--- config.mk ---
export PLATFORM = sky130hd
export DESIGN_NAME = prbs_hamming_source
export DESIGN_NICKNAME = d
export VERILOG_FILES = /design/src/rtl/prbs_hamming_source.sv
export SDC_FILE = /design/constraint.sdc
export NUM_CORES = 1
export LEC_CHECK = 0
export BUFFER_PORTS_ARGS = -buffer_cell sky130_fd_sc_hd__buf_2
export CORE_MARGIN = 8
export CORE_UTILIZATION = 50
export DETAILED_ROUTE_END_ITERATION = 10
export GPL_TIMING_DRIVEN = 0
export PLACE_DENSITY_LB_ADDON = 0.25
export SLEW_MARGIN = 0
export SYNTH_ARGS = -nofsm -noshare
export SYNTH_HDL_FRONTEND = slang
export SYNTH_SLANG_ARGS = --single-unit
--- constraint.sdc ---
create_clock -name i_clk -period 2.8 [get_ports i_clk]
set_input_delay 0.14 -clock i_clk [delete_from_list [all_inputs] [get_ports i_clk]]
set_output_delay 0.14 -clock i_clk [all_outputs]
set_load 0.05 [all_outputs]
--- src/rtl/prbs_hamming_source.sv ---
// PRBS / pattern bit source that packs DATA_W bits into a Hamming(even) code word
// and hands it to a consumer through a valid/ready holding register.
//
// state   | meaning
// S_IDLE  | generation disabled (en low)
// S_RUN   | advancing one source bit per cycle
// S_STALL | last bit of a word pending while the output register is still full
module prbs_hamming_source #(
    parameter int                LFSR_W    = 7,
    parameter logic [LFSR_W-1:0] LFSR_TAPS = 7'b1100000,
    parameter logic [LFSR_W-1:0] LFSR_SEED = 7'b0000001,
    parameter int                DATA_W    = 7,
    parameter int                PAR_W     = 4,
    parameter int                CODE_W    = DATA_W + PAR_W
) (
    input  logic                        i_clk,
    input  logic                        i_reset,
    input  logic                        i_en,
    input  logic [1:0]                  i_mode,
    input  logic [$clog2(CODE_W)-1:0]   i_err_pos,
    input  logic                        i_seed_load,
    output logic [CODE_W-1:0]           o_code,
    output logic                        o_code_valid,
    input  logic                        i_code_ready,
    output logic                        o_send,
    output logic [15:0]                 o_word_cnt
);

    localparam int ERR_W = $clog2(CODE_W);
    localparam int CNT_W = (DATA_W > 1) ? $clog2(DATA_W) : 1;

    typedef enum logic [1:0] {
        S_IDLE  = 2'd0,
        S_RUN   = 2'd1,
        S_STALL = 2'd2
    } state_t;

    state_t              r_state;
    state_t              w_state_nxt;

    logic [LFSR_W-1:0]   r_lfsr;
    logic [DATA_W-1:0]   r_shift;
    logic [CNT_W-1:0]    r_bit_cnt;
    logic [1:0]          r_mode;
    logic [CODE_W-1:0]   r_code;
    logic                r_code_valid;
    logic                r_send;
    logic [15:0]         r_word_cnt;

    logic                w_last;
    logic                w_stalled;
    logic                w_advance;
    logic                w_complete;
    logic                w_consume;
    logic [1:0]          w_mode;
    logic                w_src_bit;
    logic                w_feedback;
    logic                w_inject;
    logic [DATA_W-1:0]   w_data;
    logic [CODE_W-1:0]   w_spread;
    logic [CODE_W-1:0]   w_code_raw;
    logic [CODE_W-1:0]   w_err_mask;
    logic [CODE_W-1:0]   w_code_new;
    logic [CODE_W-1:0]   w_cover [PAR_W];

    // ------------------------------------------------------------------
    // Advance / stall qualification
    // ------------------------------------------------------------------
    assign w_last     = (r_bit_cnt == CNT_W'(DATA_W - 1));
    assign w_stalled  = w_last && r_code_valid && !i_code_ready;
    assign w_advance  = i_en && !w_stalled && !i_seed_load;
    assign w_complete = w_advance && w_last;
    assign w_consume  = r_code_valid && i_code_ready;

    // Mode is latched at the first bit of a word; that first bit already uses the new mode.
    assign w_mode     = (r_bit_cnt == '0) ? i_mode : r_mode;
    assign w_feedback = ^(r_lfsr & LFSR_TAPS);

    always_comb begin
        w_src_bit = r_lfsr[LFSR_W-1];
        case (w_mode)
            2'b01:   w_src_bit = 1'b0;
            2'b10:   w_src_bit = ~r_bit_cnt[0];
            default: w_src_bit = r_lfsr[LFSR_W-1];
        endcase
    end

    // Word as it will look once this cycle's bit has shifted in.
    assign w_data = DATA_W'({r_shift, w_src_bit});

    // ------------------------------------------------------------------
    // Hamming even-parity encoder (position p lives in bit p-1)
    // ------------------------------------------------------------------
    for (genvar p = 1; p <= CODE_W; p++) begin : g_pos
        if ((p & (p - 1)) != 0) begin : g_data
            assign w_spread[p-1]   = w_data[p - $clog2(p + 1) - 1];
            assign w_code_raw[p-1] = w_spread[p-1];
        end else begin : g_par
            assign w_spread[p-1]   = 1'b0;
        end
    end

    for (genvar j = 0; j < PAR_W; j++) begin : g_par_grp
        for (genvar q = 1; q <= CODE_W; q++) begin : g_cov
            if (((q >> j) & 1) != 0) begin : g_in
                assign w_cover[j][q-1] = w_spread[q-1];
            end else begin : g_out
                assign w_cover[j][q-1] = 1'b0;
            end
        end
        assign w_code_raw[(1 << j) - 1] = ^w_cover[j];
    end

    // Out-of-range error positions match no bit, so nothing is flipped.
    assign w_inject = (w_mode == 2'b11);
    for (genvar i = 0; i < CODE_W; i++) begin : g_err
        assign w_err_mask[i] = w_inject && (i_err_pos == ERR_W'(i));
    end

    assign w_code_new = w_code_raw ^ w_err_mask;

    // ------------------------------------------------------------------
    // Datapath registers
    // ------------------------------------------------------------------
    always_ff @(posedge i_clk) begin
        if (i_reset) begin
            r_lfsr       <= LFSR_SEED;
            r_shift      <= '0;
            r_bit_cnt    <= '0;
            r_mode       <= 2'b00;
            r_code       <= '0;
            r_code_valid <= 1'b0;
            r_send       <= 1'b0;
            r_word_cnt   <= '0;
        end else begin
            r_send <= w_complete;

            if (i_seed_load) begin
                r_lfsr    <= LFSR_SEED;
                r_shift   <= '0;
                r_bit_cnt <= '0;
            end else begin
                if (r_lfsr == '0) begin
                    r_lfsr <= LFSR_W'(1);
                end else if (w_advance) begin
                    r_lfsr <= {r_lfsr[LFSR_W-2:0], w_feedback};
                end

                if (w_advance) begin
                    r_shift   <= w_data;
                    r_bit_cnt <= w_last ? '0 : r_bit_cnt + CNT_W'(1);
                    if (r_bit_cnt == '0) begin
                        r_mode <= i_mode;
                    end
                end
            end

            // A completing word refills the register even on a consume edge: no bubble.
            if (w_complete) begin
                r_code       <= w_code_new;
                r_code_valid <= 1'b1;
                r_word_cnt   <= r_word_cnt + 16'd1;
            end else if (w_consume) begin
                r_code_valid <= 1'b0;
            end
        end
    end

    // ------------------------------------------------------------------
    // Control FSM
    // ------------------------------------------------------------------
    always_ff @(posedge i_clk) begin
        if (i_reset) begin
            r_state <= S_IDLE;
        end else begin
            r_state <= w_state_nxt;
        end
    end

    always_comb begin
        w_state_nxt = r_state;
        if (!i_en) begin
            w_state_nxt = S_IDLE;
        end else begin
            case (r_state)
                S_IDLE:  w_state_nxt = S_RUN;
                S_RUN:   w_state_nxt = w_stalled ? S_STALL : S_RUN;
                S_STALL: w_state_nxt = i_code_ready ? S_RUN : S_STALL;
                default: w_state_nxt = S_IDLE;
            endcase
        end
    end

    assign o_code       = r_code;
    assign o_code_valid = r_code_valid;
    assign o_send       = r_send;
    assign o_word_cnt   = r_word_cnt;

endmodule

==> out/results.txt <==
Post-synth top cells - 47 x dfxtp_1, 33 x nand2_1, 28 x a21oi_1, 23 x nor2_1, 18 x xnor2_1
Met1 usage - 18.9%
Top FF cell, synth - dfxtp_1
Max Cap Viol - 0
Int Pwr - 876 µW
Worst vdd ir - 0.299 mV
DR DRC count - 0
CTS tree - built
Largest net degree at the start of global routing - 16
Fin crit period - 2.69 ns
Final Hold Fails - 0
Crit Path Max Fanout - 10
Logic pwr share - 6.9%
Clk pin slew, worst setup/hold paths - 0.09 ns
Highest Clock Rate - 372 MHz
Multi-input gate area - 1280 µm²
Fill count - 421
Ys async rst share - 0%
Switching Share - 24.9%
Total power per unit cell area - 436 nW/µm²
Unique masters post-synth - 45
Startpoint Class - flop
Minimum hold slack - 0.118 ns
Most common cell in the netlist - dfxtp_1
Hold Buf Count CTS - 0
Die height - 83.7 µm
Clock sink count - 47
Final setup viols - 0
Clock Latency Late Sink - 0.30 ns
Yosys warns - 0
Root buf cell - clkbuf_8
Period utilisation layout - 96.0%
Share of cells above drive strength 1 - 17.8%
DIE WIDTH - 83.7 µm
Crit. End Element - flop
Starting DRT DRC Count - 77
Core footprint - 4380 µm²
Vias in the first global route - 1904
Seq cells post-synth - 47
Leading area contributor after synthesis - dfxtp_1
Clock Skew - 0.00345 ns
Relative slew slack - 51.3%
Worst-Margin Slew - 0.725 ns
Post-Syn Area - 2290 µm²
Top-area cell type share of the netlist area - 41.1%
Clock power frac - 35.3%
Num CTS Buffers - 5
GR Overflow Total - 0
Total Wirelength - 5.34 mm
Pre-antenna DRT Iters - 4
CP arrival - 2.94 ns
Mapped Avg Cell Area - 8.39 µm²
Psw - 291 µW
Starting Density - 52.3%
Post-DP HPWL - 3.85 mm
Post-synth EDFFs - 0
Sequential power share - 57.9%
Average wire per standard cell - 14.4 µm
Synth Instances - 273
Synthesized Nets - 287
GR Util met3 - 5.08%
Data required time of the worst path - 3.05 ns
Final Wtd Congestion - 0.848
H-tree Lvls - 2
FP Rows - 24
Via count - 2106
GR Util All Layers - 15.1%
CTS max path bufs - 2
Reg area - 942 µm²
Dominant cells by area after synthesis - dfxtp_1 41%, xnor2_1 6.9%, a21oi_1 6.1%
Post-route ant nets - 0
Leakage power - 0.000921 µW
GRT busiest layer - met2
Vias per cell - 5.66
Nets@finish - 333
Design Power - 1170 µW
Ports - 40
Area Overhead vs Synth - 16.7%
Status - complete, no violations
Initial antenna violation count - 0
Crit Path Class - flop to flop
N_diodes - 0
Die area - 7000 µm²
Port Buffers - 39
First-pass GRT wire length - 9.03 mm
Worst min path class - input pin to flop
Post-synthesis sequential area ratio - 41.1%
Met2 usage - 22.9%
Max Slew Vio Count - 0
-- path summary, 6_finish.rpt --
path           startpoint           end  slack [ns]  cells after the start
max          r_bit_cnt[0]     o_code[0]        0.11                      9
min                  i_en  r_bit_cnt[0]        0.12                      3
max reg2reg  r_bit_cnt[0]     o_code[0]        0.11                      9
min reg2reg     o_code[2]     o_code[2]        0.47                      2
-- worst max-delay path, stage by stage (launching register included) --
cell       delay, ns
dfxtp_1         0.31
buf_6           0.13
nor3_4          0.17
mux2_4          0.34
ha_1            0.30
or3b_1          0.35
buf_2           0.17
a2111o_1        0.43
a2111oi_4       0.29
nand3b_1        0.14
-- flip-flops by register name, summed over array words and instances (netlist names) --
register	count
o_code	11
o_code_valid	1
o_send	1
o_word_cnt	16
r_bit_cnt	3
r_lfsr	7
r_mode	2
r_shift	6
-- cell type report --
cell class | instances | area share, %
Sequential cell | 47 | 35.3
Clock inverter | 3 | 0.749
Clock buffer | 5 | 2.57
Tap cell | 52 | 2.43
Multi-Input combinational cell | 202 | 47.9
Buffer | 20 | 3.18
Timing Repair Buffer | 39 | 7.30
Inverter | 4 | 0.562
-- power by group through the flow --
| stage | registers, µW | clock network (µW) | logic, µW |
|---|---|---|---|
| 2_1_floorplan | 690 | 0 | 50.5 |
| 3_3_place_gp | 690 | 0 | 74.2 |
| 3_5_place_dp | 690 | 0 | 75.1 |
| 4_1_cts | 675 | 428 | 75.7 |
| 5_1_grt | 675 | 454 | 90.1 |
| 6_report | 675 | 411 | 80.2 |
-- kinds of logic after synthesis --
group                      Yosys count  share of synthesized area [%]
AOI/OAI and AO/OA                   65                           18.6
adders and majority gates            3                           1.64
DFF                                 47                           41.1
buffers and inverters               24                           4.37
muxes                                4                           1.91
and+or+nand+nor                    112                           25.5
xor gates and xnor gates            18                           6.88
-- per-layer routing --
layer	up-vias	routed length, µm
li1	1076	-
met1	975	2520
met2	49	2440
met3	6	312
met4	0	77
met5	-	0
-- per-stage QoR --
step / instance area (µm²) / utilization, % / std cells / setup WS [ns] / setup TNS, ns
after floorplan: 2290 / - / 273 / 0.0696 / 0
after global placement: 2550 / 58.2 / 364 / -0.0232 / -0.0232
after detailed placement: 2550 / 58.2 / 364 / -0.0670 / -0.0670
after CTS: 2650 / 60.3 / 372 / 0.0104 / 0
after global routing: 2670 / 61.0 / 372 / -0.0221 / -0.0221
final: 2670 / 61.0 / 372 / 0.113 / 0
-- placed cells by master (no fill, tap or decap), drive strengths merged, types with 2 or more instances in the layout --
cell / instances
nor2b: 3
a211o: 3
o211ai: 2
nand4: 4
nand3b: 5
and4: 4
inv: 4
nor3b: 2
nand2: 33
a211oi: 10
dfxtp: 47
o21ai: 4
nand3: 9
clkinvlp: 2
or4: 9
nand2b: 4
clkbuf: 21
or3: 2
nor3: 7
a21oi: 28
buf: 43
mux2: 3
o31ai: 10
or3b: 2
xnor2: 18
a2111oi: 2
ha: 3
nor2: 23
-- repair_timing --
action / 4_1_cts / 5_1_grt
pin swaps: 0 / 2
endpoints found under the hold margin: 0 / 0
gates resized for setup: 1 / 5
cloned: 0 / 0
buffers inserted: 0 / 0
endpoints found under the setup margin: 2 / 2
Power figures use the tool's default switching activity.
